### src/rtl/noc_pkg.sv
// Shared types and header-layout helpers for the NoC transmit interface.
// Header fields are packed LSB first: dest_x, dest_y, src_x, src_y, len.
package noc_pkg;

    localparam int FIELD_W   = 8;
    localparam int HDR_MAX_W = 64;

    typedef enum logic [1:0] {
        ST_IDLE,
        ST_HEADER,
        ST_PAYLOAD
    } pkt_state_t;

    typedef struct packed {
        logic [FIELD_W-1:0] len;
        logic [FIELD_W-1:0] src_y;
        logic [FIELD_W-1:0] src_x;
        logic [FIELD_W-1:0] dest_y;
        logic [FIELD_W-1:0] dest_x;
    } header_t;

    function automatic int hdr_off_dest_x();
        return 0;
    endfunction

    function automatic int hdr_off_dest_y(int xw);
        return xw;
    endfunction

    function automatic int hdr_off_src_x(int xw, int yw);
        return xw + yw;
    endfunction

    function automatic int hdr_off_src_y(int xw, int yw);
        return 2 * xw + yw;
    endfunction

    function automatic int hdr_off_len(int xw, int yw);
        return 2 * xw + 2 * yw;
    endfunction

    function automatic int hdr_width(int xw, int yw, int lw);
        return 2 * xw + 2 * yw + lw;
    endfunction

    // Field values wider than their slot are masked so they cannot spill into a neighbour.
    function automatic logic [HDR_MAX_W-1:0] hdr_field(logic [FIELD_W-1:0] v, int w, int off);
        logic [HDR_MAX_W-1:0] mask;
        mask = (HDR_MAX_W'(1) << w) - HDR_MAX_W'(1);
        return (HDR_MAX_W'(v) & mask) << off;
    endfunction

    function automatic logic [HDR_MAX_W-1:0] pack_header(header_t h, int xw, int yw, int lw);
        return hdr_field(h.dest_x, xw, hdr_off_dest_x())
             | hdr_field(h.dest_y, yw, hdr_off_dest_y(xw))
             | hdr_field(h.src_x,  xw, hdr_off_src_x(xw, yw))
             | hdr_field(h.src_y,  yw, hdr_off_src_y(xw, yw))
             | hdr_field(h.len,    lw, hdr_off_len(xw, yw));
    endfunction

endpackage

### src/rtl/noc_out_reg.sv
// AXI-Stream output register toward the router; accepts a new flit whenever
// it is empty or its current flit is being taken in the same cycle.
module noc_out_reg #(
    parameter int DATA_WIDTH = 32
) (
    input  logic                  clk,
    input  logic                  rst,
    input  logic                  i_load,
    input  logic [DATA_WIDTH-1:0] i_data,
    input  logic                  i_last,
    input  logic                  i_ready,
    output logic [DATA_WIDTH-1:0] o_data,
    output logic                  o_valid,
    output logic                  o_last,
    output logic                  o_can_load
);

    logic [DATA_WIDTH-1:0] r_data;
    logic                  r_valid;
    logic                  r_last;

    always_ff @(posedge clk) begin
        if (rst) begin
            r_data  <= '0;
            r_valid <= 1'b0;
            r_last  <= 1'b0;
        end else if (i_load) begin
            r_data  <= i_data;
            r_valid <= 1'b1;
            r_last  <= i_last;
        end else if (i_ready) begin
            r_valid <= 1'b0;
        end
    end

    assign o_data     = r_data;
    assign o_valid    = r_valid;
    assign o_last     = r_last;
    assign o_can_load = !r_valid || i_ready;

endmodule

### src/rtl/noc_packetizer.sv
// Transmit network interface: turns a send request plus payload stream into
// one header flit followed by len payload flits on router channel 0.
//
// state      | meaning
// -----------+----------------------------------------------------------
// ST_IDLE    | ready for a request; header loaded directly if out reg free
// ST_HEADER  | request latched, waiting for the out reg to take the header
// ST_PAYLOAD | forwarding payload beats, r_remaining counts down to 0
module noc_packetizer
    import noc_pkg::*;
#(
    parameter int DATA_WIDTH              = 32,
    parameter int MAX_ROUTERS_X           = 4,
    parameter int MAX_ROUTERS_Y           = 4,
    parameter int ROUTER_X                = 0,
    parameter int ROUTER_Y                = 0,
    parameter int MAXIMUM_PACKAGES_NUMBER = 5
) (
    input  logic                                         clk,
    input  logic                                         rst,
    input  logic                                         req_valid,
    output logic                                         req_ready,
    input  logic [$clog2(MAX_ROUTERS_X)-1:0]             req_dest_x,
    input  logic [$clog2(MAX_ROUTERS_Y)-1:0]             req_dest_y,
    input  logic [$clog2(MAXIMUM_PACKAGES_NUMBER+1)-1:0] req_len,
    input  logic [DATA_WIDTH-1:0]                        s_tdata,
    input  logic                                         s_tvalid,
    output logic                                         s_tready,
    output logic [DATA_WIDTH-1:0]                        m_tdata,
    output logic                                         m_tvalid,
    input  logic                                         m_tready,
    output logic                                         m_tlast,
    output logic                                         busy,
    output logic                                         err_len
);

    localparam int X_W   = $clog2(MAX_ROUTERS_X);
    localparam int Y_W   = $clog2(MAX_ROUTERS_Y);
    localparam int LEN_W = $clog2(MAXIMUM_PACKAGES_NUMBER + 1);
    localparam int HDR_W = hdr_width(X_W, Y_W, LEN_W);

    if (DATA_WIDTH < HDR_W) begin : g_width_check
        $error("noc_packetizer: DATA_WIDTH %0d cannot hold a %0d-bit header", DATA_WIDTH, HDR_W);
    end

    pkt_state_t       r_state;
    logic [X_W-1:0]   r_dest_x;
    logic [Y_W-1:0]   r_dest_y;
    logic [LEN_W-1:0] r_len;
    logic [LEN_W-1:0] r_remaining;
    logic             r_err_len;

    logic                  w_can_load;
    logic                  w_req_fire;
    logic                  w_len_ok;
    logic                  w_hdr_load;
    logic                  w_beat_fire;
    logic                  w_load;
    logic [DATA_WIDTH-1:0] w_load_data;
    logic                  w_load_last;
    logic [LEN_W-1:0]      w_hdr_len;
    header_t               w_hdr;

    assign w_req_fire  = req_valid && (r_state == ST_IDLE);
    assign w_len_ok    = req_len <= LEN_W'(MAXIMUM_PACKAGES_NUMBER);
    assign w_hdr_load  = (w_req_fire && w_len_ok && w_can_load)
                      || ((r_state == ST_HEADER) && w_can_load);
    assign w_beat_fire = (r_state == ST_PAYLOAD) && w_can_load && s_tvalid;
    assign w_load      = w_hdr_load || w_beat_fire;

    // In IDLE the header is built straight from the request so it lands one cycle after accept.
    always_comb begin
        w_hdr       = '0;
        w_hdr.src_x = FIELD_W'(ROUTER_X);
        w_hdr.src_y = FIELD_W'(ROUTER_Y);
        if (r_state == ST_IDLE) begin
            w_hdr.dest_x = FIELD_W'(req_dest_x);
            w_hdr.dest_y = FIELD_W'(req_dest_y);
            w_hdr_len    = req_len;
        end else begin
            w_hdr.dest_x = FIELD_W'(r_dest_x);
            w_hdr.dest_y = FIELD_W'(r_dest_y);
            w_hdr_len    = r_len;
        end
        w_hdr.len = FIELD_W'(w_hdr_len);
    end

    assign w_load_data = w_hdr_load ? DATA_WIDTH'(pack_header(w_hdr, X_W, Y_W, LEN_W)) : s_tdata;
    assign w_load_last = w_hdr_load ? (w_hdr_len == '0) : (r_remaining == LEN_W'(1));

    always_ff @(posedge clk) begin
        if (rst) begin
            r_state     <= ST_IDLE;
            r_dest_x    <= '0;
            r_dest_y    <= '0;
            r_len       <= '0;
            r_remaining <= '0;
            r_err_len   <= 1'b0;
        end else begin
            r_err_len <= 1'b0;
            case (r_state)
                ST_IDLE: begin
                    if (req_valid) begin
                        if (!w_len_ok) begin
                            r_err_len <= 1'b1;
                        end else begin
                            r_dest_x    <= req_dest_x;
                            r_dest_y    <= req_dest_y;
                            r_len       <= req_len;
                            r_remaining <= req_len;
                            if (!w_can_load) begin
                                r_state <= ST_HEADER;
                            end else if (req_len != '0) begin
                                r_state <= ST_PAYLOAD;
                            end
                        end
                    end
                end
                ST_HEADER: begin
                    if (w_can_load) begin
                        r_state <= (r_len == '0) ? ST_IDLE : ST_PAYLOAD;
                    end
                end
                ST_PAYLOAD: begin
                    if (w_beat_fire) begin
                        r_remaining <= r_remaining - LEN_W'(1);
                        if (r_remaining == LEN_W'(1)) begin
                            r_state <= ST_IDLE;
                        end
                    end
                end
                default: r_state <= ST_IDLE;
            endcase
        end
    end

    noc_out_reg #(
        .DATA_WIDTH(DATA_WIDTH)
    ) u_out_reg (
        .clk       (clk),
        .rst       (rst),
        .i_load    (w_load),
        .i_data    (w_load_data),
        .i_last    (w_load_last),
        .i_ready   (m_tready),
        .o_data    (m_tdata),
        .o_valid   (m_tvalid),
        .o_last    (m_tlast),
        .o_can_load(w_can_load)
    );

    assign req_ready = (r_state == ST_IDLE);
    assign s_tready  = (r_state == ST_PAYLOAD) && w_can_load;
    assign busy      = (r_state != ST_IDLE) || m_tvalid;
    assign err_len   = r_err_len;

endmodule

### config.mk
export PLATFORM = sky130hd
export DESIGN_NAME = noc_packetizer
export DESIGN_NICKNAME = d
export VERILOG_FILES = /design/src/rtl/noc_pkg.sv /design/src/rtl/noc_out_reg.sv /design/src/rtl/noc_packetizer.sv
export SDC_FILE = /design/constraint.sdc
export NUM_CORES = 1
export LEC_CHECK = 0
export ABC_CLOCK_PERIOD_IN_PS = 1400
export CAP_MARGIN = 20
export CORE_MARGIN = 2
export CORE_UTILIZATION = 38
export CTS_CLUSTER_DIAMETER = 100
export DETAILED_ROUTE_END_ITERATION = 8
export PLACE_DENSITY = 0.84
export SLEW_MARGIN = 20
export SYNTH_ARGS = -nofsm -noshare
export SYNTH_HDL_FRONTEND = slang
export SYNTH_SLANG_ARGS = --single-unit
### constraint.sdc
create_clock -name clk -period 1.4 [get_ports clk]
set_input_delay 0.14 -clock clk [delete_from_list [all_inputs] [get_ports clk]]
set_output_delay 0.14 -clock clk [all_outputs]
set_load 0.05 [all_outputs]
Word-level counts from Yosys, hierarchy flattened

Cells that the tools add are included.

Reduce and logical (&&, ||, !) cells: 22
$add $sub $neg: 1
Multiplexer cells: 20
Bitwise gates (word level): 4
Eq/ne operators: 9
Magnitude comparators: 1

Operator list:

| operator                                                            | count |
|---|---|
| 32-bit 2-to-1 mux                                                   | 1 |
| 2-bit 2-to-1 mux                                                    | 8 |
| 3-bit 2-to-1 mux                                                    | 4 |
| 4-bit by 11-bit OR with 11-bit output                               | 1 |
| 10-bit 2-to-1 mux                                                   | 1 |
| 2-bit != test (second input constant)                               | 4 |
| 1-bit logical AND                                                   | 6 |
| 3-bit zero test                                                     | 2 |
| 2-bit one-hot mux with 3 select lines                               | 1 |
| 3-bit one-hot mux with 2 select lines                               | 1 |
| 6-bit AND reduction                                                 | 1 |
| 2-bit nonzero test                                                  | 3 |
| 1-bit logical OR                                                    | 4 |
| 1-bit 2-to-1 mux                                                    | 4 |
| 2-bit by 4-bit OR with 4-bit output                                 | 1 |
| 4-bit AND reduction                                                 | 1 |
| 3-bit by 1-bit == test with 1-bit output (second input constant)    | 1 |
| 3-bit less-or-equal comparator (second input constant)              | 1 |
| 3-bit by 2-bit != test with 1-bit output (second input constant)    | 1 |
| 3-bit AND reduction                                                 | 1 |
| 3-bit nonzero test                                                  | 1 |
| 3-bit OR reduction                                                  | 1 |
| 3-bit by 1-bit subtractor with 3-bit output (second input constant) | 1 |
| 2-bit by 1-bit == test with 1-bit output (second input constant)    | 1 |
| 5 further kinds                                                     | 6 |

Logic and storage cells: 66
Output and inout port bits: 38
Bits of input ports: 44
Flip-flop bits (word level): 47

Longest topological paths before layout

Word-level depth: 7
Depth in mapped cells: 6
Depth with buffers taken out: 5

Cells and area by module

Synthesis repeated with hierarchy kept, for this count alone.

Cell total of the unflattened synthesis: 237
Area total of the unflattened synthesis: 2323.5 µm²

Modules (own cells, without submodules):

| module         | sequential area each (µm²) | cells an instance | area each (µm²) | times used |
|---|---|---|---|---|
| noc_out_reg    | 680.7                      | 111               | 1238.7          | 1 |
| noc_packetizer | 260.2                      | 126               | 1084.8          | 1 |

Least setup slack after synthesis

No wires, ideal clock.

Path kind: register to register
Start: register u_out_reg.r_valid, in the netlist u_out_reg.o_valid
End: register u_out_reg.r_data[1], in the netlist u_out_reg.o_data[1]
Cell stages (with the launch flop): 7
Slack: -0.296 ns
Arrival time: 1.563 ns
Period minus slack after synthesis: 1.696 ns
Buffers on the path: 2
Setup time: 0.132 ns
Data required time: 1.268 ns
Cell sequence: dfxtp_1 > nand2b_1 > and3_1 > buf_4 > buf_6 > a2bb2oi_1 > a21oi_1

Longest elaborated chain between the ends: 5
Elaborated cells on any way between the ends: 9
Classes of those cells: mux (1); reduce/logical (8)

RTL lines:

| element                                                      | line                                                             | source |
|---|---|---|
| start, declared                                              | noc_out_reg.sv:19                                                | `logic r_valid;` |
| start signal, assigned                                       | noc_out_reg.sv:25                                                | `r_valid <= 1'b0;` |
| start signal, assigned                                       | noc_out_reg.sv:29                                                | `r_valid <= 1'b1;` |
| start signal, assigned                                       | noc_out_reg.sv:32                                                | `r_valid <= 1'b0;` |
| 1-bit zero test (*)                                          | noc_out_reg.sv:39                                                | `assign o_can_load = !r_valid \|\| i_ready;` |
| 1-bit logical OR (*)                                         | noc_out_reg.sv:39                                                |  |
| 1-bit logical AND (on tied branches)                         | noc_packetizer.sv:66, noc_packetizer.sv:67, noc_packetizer.sv:68 |  |
| 1-bit logical OR / 1-bit logical AND (equally long branches) | noc_packetizer.sv:67, noc_packetizer.sv:68                       |  |
| 32-bit 2-to-1 mux / 1-bit logical OR (equally long branches) | noc_packetizer.sv:88, noc_packetizer.sv:69                       |  |
| end signal, assigned                                         | noc_out_reg.sv:28                                                | `r_data <= i_data;` |
| end, declared                                                | noc_out_reg.sv:18                                                | `logic [DATA_WIDTH-1:0] r_data;` |

Every way passes the cells marked *; elsewhere a longest branch is shown, timed or not.
A chain may end at the register's enable or synchronous reset.

Final worst setup path

Start: register r_state[0]
End: register r_dest_x[0]

Longest elaborated chain between the ends: 2

RTL lines:

| element                       | line                  | source |
|---|---|---|
| start, declared               | noc_packetizer.sv:46  | `pkt_state_t r_state;` |
| start signal, assigned        | noc_packetizer.sv:121 | `r_state <= (r_len == '0) ? ST_IDLE : ST_PAYLOAD;` |
| 2-bit zero test               | noc_packetizer.sv:101 | `case (r_state)` |
| 3-bit AND reduction (no line) | -                     |  |
| end signal, assigned          | noc_packetizer.sv:107 | `r_dest_x <= req_dest_x;` |
| end, declared                 | noc_packetizer.sv:47  | `logic [X_W-1:0] r_dest_x;` |

Every way passes these cells.

==> impl_metrics.json <==
{
  "status": "complete, but fails checks",
  "violations": "negative setup slack",
  "layout_min_cycle_time_ns": 1.41,
  "required_ns": 1.60,
  "vias_per_cell": 5.08,
  "p_total_uw": 3270,
  "holdPathStages": 3,
  "sequentialPowerShare_pct": 44.7,
  "placed_cells": 392,
  "finalHoldViolations": 0,
  "fp.dieArea_sq_um": 5810,
  "period_share_pct": 101,
  "cp_data_arrival_time_ns": 1.61,
  "swShare_pct": 30.4,
  "critPathMaxFanout": 6,
  "cp-start-kind": "flip-flop",
  "worstSetupPathType": "reg -> reg",
  "ys_warn_count": 0,
  "p_int_uw": 2280,
  "synth_fp_nets": 279,
  "syn_area_sq_um": 1980,
  "die_y_microns": 76.2,
  "layout_common_cells": "58 x nand2_1, 53 x buf_4, 44 x dfxtp_1",
  "grt_usage_pct": 19.1,
  "grt_pass1_wl_microns": 9130,
  "antenna_left": 0,
  "pwr-share-clk_pct": 25.6,
  "rows": 26,
  "yosys.area_share.simple_pct": 21.8,
  "portBuffers": 81,
  "cts_tree": "done",
  "leakage_uw": 0.00127,
  "tightest_slew_ns": 0.372,
  "timing.final.ws_setup_ns": -0.00964,
  "synth.distinct_cells": 40,
  "diodes": 0,
  "hold_class": "in -> reg",
  "fmax_mhz": 709,
  "die_x_microns": 76.2,
  "layout-drive-gt1-share_pct": 26.6,
  "synth_fa_ha_area_share_pct": 1.26,
  "cts_inserted_buffers": 5,
  "ys_ff_latch": 47,
  "finClkSkew_ns": 0.00834,
  "met3_usage_pct": 5.81,
  "place_area_sq_um": 2990,
  "wirelength_microns": 5460,
  "first_global_vias": 1972,
  "ir_drop_uv": 650,
  "clock-sinks": 47,
  "slew_viol_final": 0,
  "cap_violations": 0,
  "gr-usage-met2_pct": 34.9,
  "synth-xor-area-share_pct": 0,
  "finalNetCount": 379,
  "io_pins": 82,
  "switching_power_uw": 992,
  "clk_path_buf_depth": 2,
  "area_delta_synth_final_pct": 60.5,
  "wl_per_cell_microns": 13.5,
  "slew-limit-headroom_pct": 74.9,
  "grt_max_degree": 26,
  "antenna_found_initial": 0,
  "design.core.area_sq_um": 5070,
  "remaining_drc_errors": 0,
  "synthCells": 233,
  "dr.pass1.iters": 5,
  "start_util_pct": 39.1,
  "dp_hpwl_microns": 4070,
  "syn_avg_cell_area_sq_um": 8.51,
  "critPathCaptureType": "flip-flop",
  "muxShareOfSynthArea_pct": 5.05,
  "yosysSeqAreaShare_pct": 47.4,
  "place_ws_ns": -0.330,
  "routabilityCongestion": 0.840,
  "reg2regPathDepth": 5,
  "met1_usage_pct": 21.0,
  "drt_iter0_markers": 61,
  "num_vias": 2052,
  "clk_latency_ns": 0.30,
  "htreeDepth": 2,
  "synth_top_family_by_area": "simple AND/OR/NAND/NOR gates",
  "synth-compound-area-share_pct": 19.2,
  "stdcell_area_sq_um": 3180,
  "cts_root_buffer": "clkbuf_8",
  "busiest_layer": "met2",
  "final_common_cell": "nand2_1",
  "power.density_nw_per_um2": 1030,
  "finalSetupViolCount": 5,
  "clk_pin_slew_ns": 0.08,
  "timing.hold.ws_ns": 0.383,
  "rsz0062_at_grt": "true",
  "p_comb_share_pct": 29.7,
  "fin_cells": 404,
  "grt_overflow_total": 0
}
==> what timing repair did <==
action                                  in CTS  in global routing
pin swaps                                    3                  3
endpoints found under the setup margin       7                 42
hold buffers                                 0                  0
gates resized for setup                      9                  7
setup buffers                                2                  2
==> cell families (layout without fill, tap and decap cells) <==
| kind of cell | count (synthesis) | after routing |
|---|---|---|
| and+or+nand+nor | 96 | 96 |
| AOI/OAI and AO/OA | 59 | 59 |
| DFF | 47 | 47 |
| buffers and inverters | 19 | 120 |
| muxes | 10 | 10 |
| adders and majority gates | 2 | 2 |
==> power groups by stage <==
| stage | Sequential [uW] | Clock (uW) | Combinational [uW] |
|---|---|---|---|
| final | 1460 | 838 | 970 |
| after global routing | 1470 | 924 | 1030 |
| after CTS | 1460 | 876 | 948 |
| after detailed placement | 1490 | 0 | 915 |
| after global placement | 1490 | 0 | 903 |
| after floorplan | 1640 | 0 | 353 |
==> critical path, cell delays in order (launching register included) <==
cell	delay, ns
dfxtp_2	0.36
or3b_4	0.42
a21oi_4	0.18
buf_12	0.14
mux2i_1	0.17
nor2_1	0.05
==> path summary, 6_finish.rpt <==
path,start,to,slack [ns]
setup / recovery,r_state[0]$_SDFFE_PP0P_,r_dest_x[0]$_SDFFE_PP0P_,-0.01
hold / removal,s_tdata[20],u_out_reg.o_data[20]$_SDFFE_PP0P_,0.38
setup reg to reg,r_state[0]$_SDFFE_PP0P_,r_dest_x[0]$_SDFFE_PP0P_,-0.01
hold reg to reg,u_out_reg.o_data[31]$_SDFFE_PP0P_,u_out_reg.o_data[31]$_SDFFE_PP0P_,0.46
==> cells in the mapped netlist, drive strengths merged <==
master / count / share of area (%)
or3: 1 / 0.32
a21boi: 1 / 0.57
nor2: 10 / 1.9
o311ai: 1 / 0.44
and2b: 1 / 0.50
mux2i: 10 / 5.0
a221oi: 2 / 0.88
or3b: 1 / 0.57
nand3: 11 / 3.0
a22oi: 1 / 0.38
dfxtp: 47 / 47
nand2: 58 / 11
o211ai: 1 / 0.63
a211oi: 1 / 0.38
a31o: 1 / 0.44
nand4b: 1 / 0.44
and3: 1 / 0.32
o21bai: 1 / 0.38
nand2b: 2 / 0.63
o21ai: 2 / 0.50
clkbuf: 2 / 0.38
buf: 13 / 4.1
a2bb2oi: 6 / 2.6
o221ai: 1 / 0.44
a311oi: 1 / 0.44
nand3b: 2 / 0.76
ha: 2 / 1.3
inv: 4 / 0.76
nor4b: 1 / 0.44
o22ai: 1 / 0.32
o41ai: 1 / 0.44
nor2b: 2 / 0.63
a31oi: 2 / 0.63
a21oi: 36 / 9.7
nor3: 4 / 1.0
nor4: 1 / 0.32
==> per-stage QoR <==
step	utilization (%)	TNS, ns
floorplan	-	-0.00886
global placement	58.9	-7.69
detailed placement	58.9	-8.99
CTS	61.8	-0.0168
global route	62.7	-0.387
finish	62.7	-0.0288
==> routing by layer <==
layer / routed length (microns) / part of all wire, %
met5: 0 / 0
met3: 346 / 6.3
met4: 104 / 1.9
met2: 2800 / 51
met1: 2210 / 40
==> sequential cells by signal (all words and copies together), names as in the netlist <==
| register | cells |
|---|---|
| r_state | 2 |
| u_out_reg.o_data | 32 |
| r_len | 3 |
| u_out_reg.o_last | 1 |
| r_remaining | 3 |
| u_out_reg.o_valid | 1 |
| r_dest_x | 2 |
| r_dest_y | 2 |
| err_len | 1 |
==> area by class of cell <==
type	instances	area, sq um
inverter	4	15.0
clock buffer	7	86.3
sequential	47	950
multi-input combinational	167	990
timing repair buffer	108	1050
tap	70	87.6
fill	454	1890
clock inverter	1	8.76
Power figures use the tool's default switching activity.
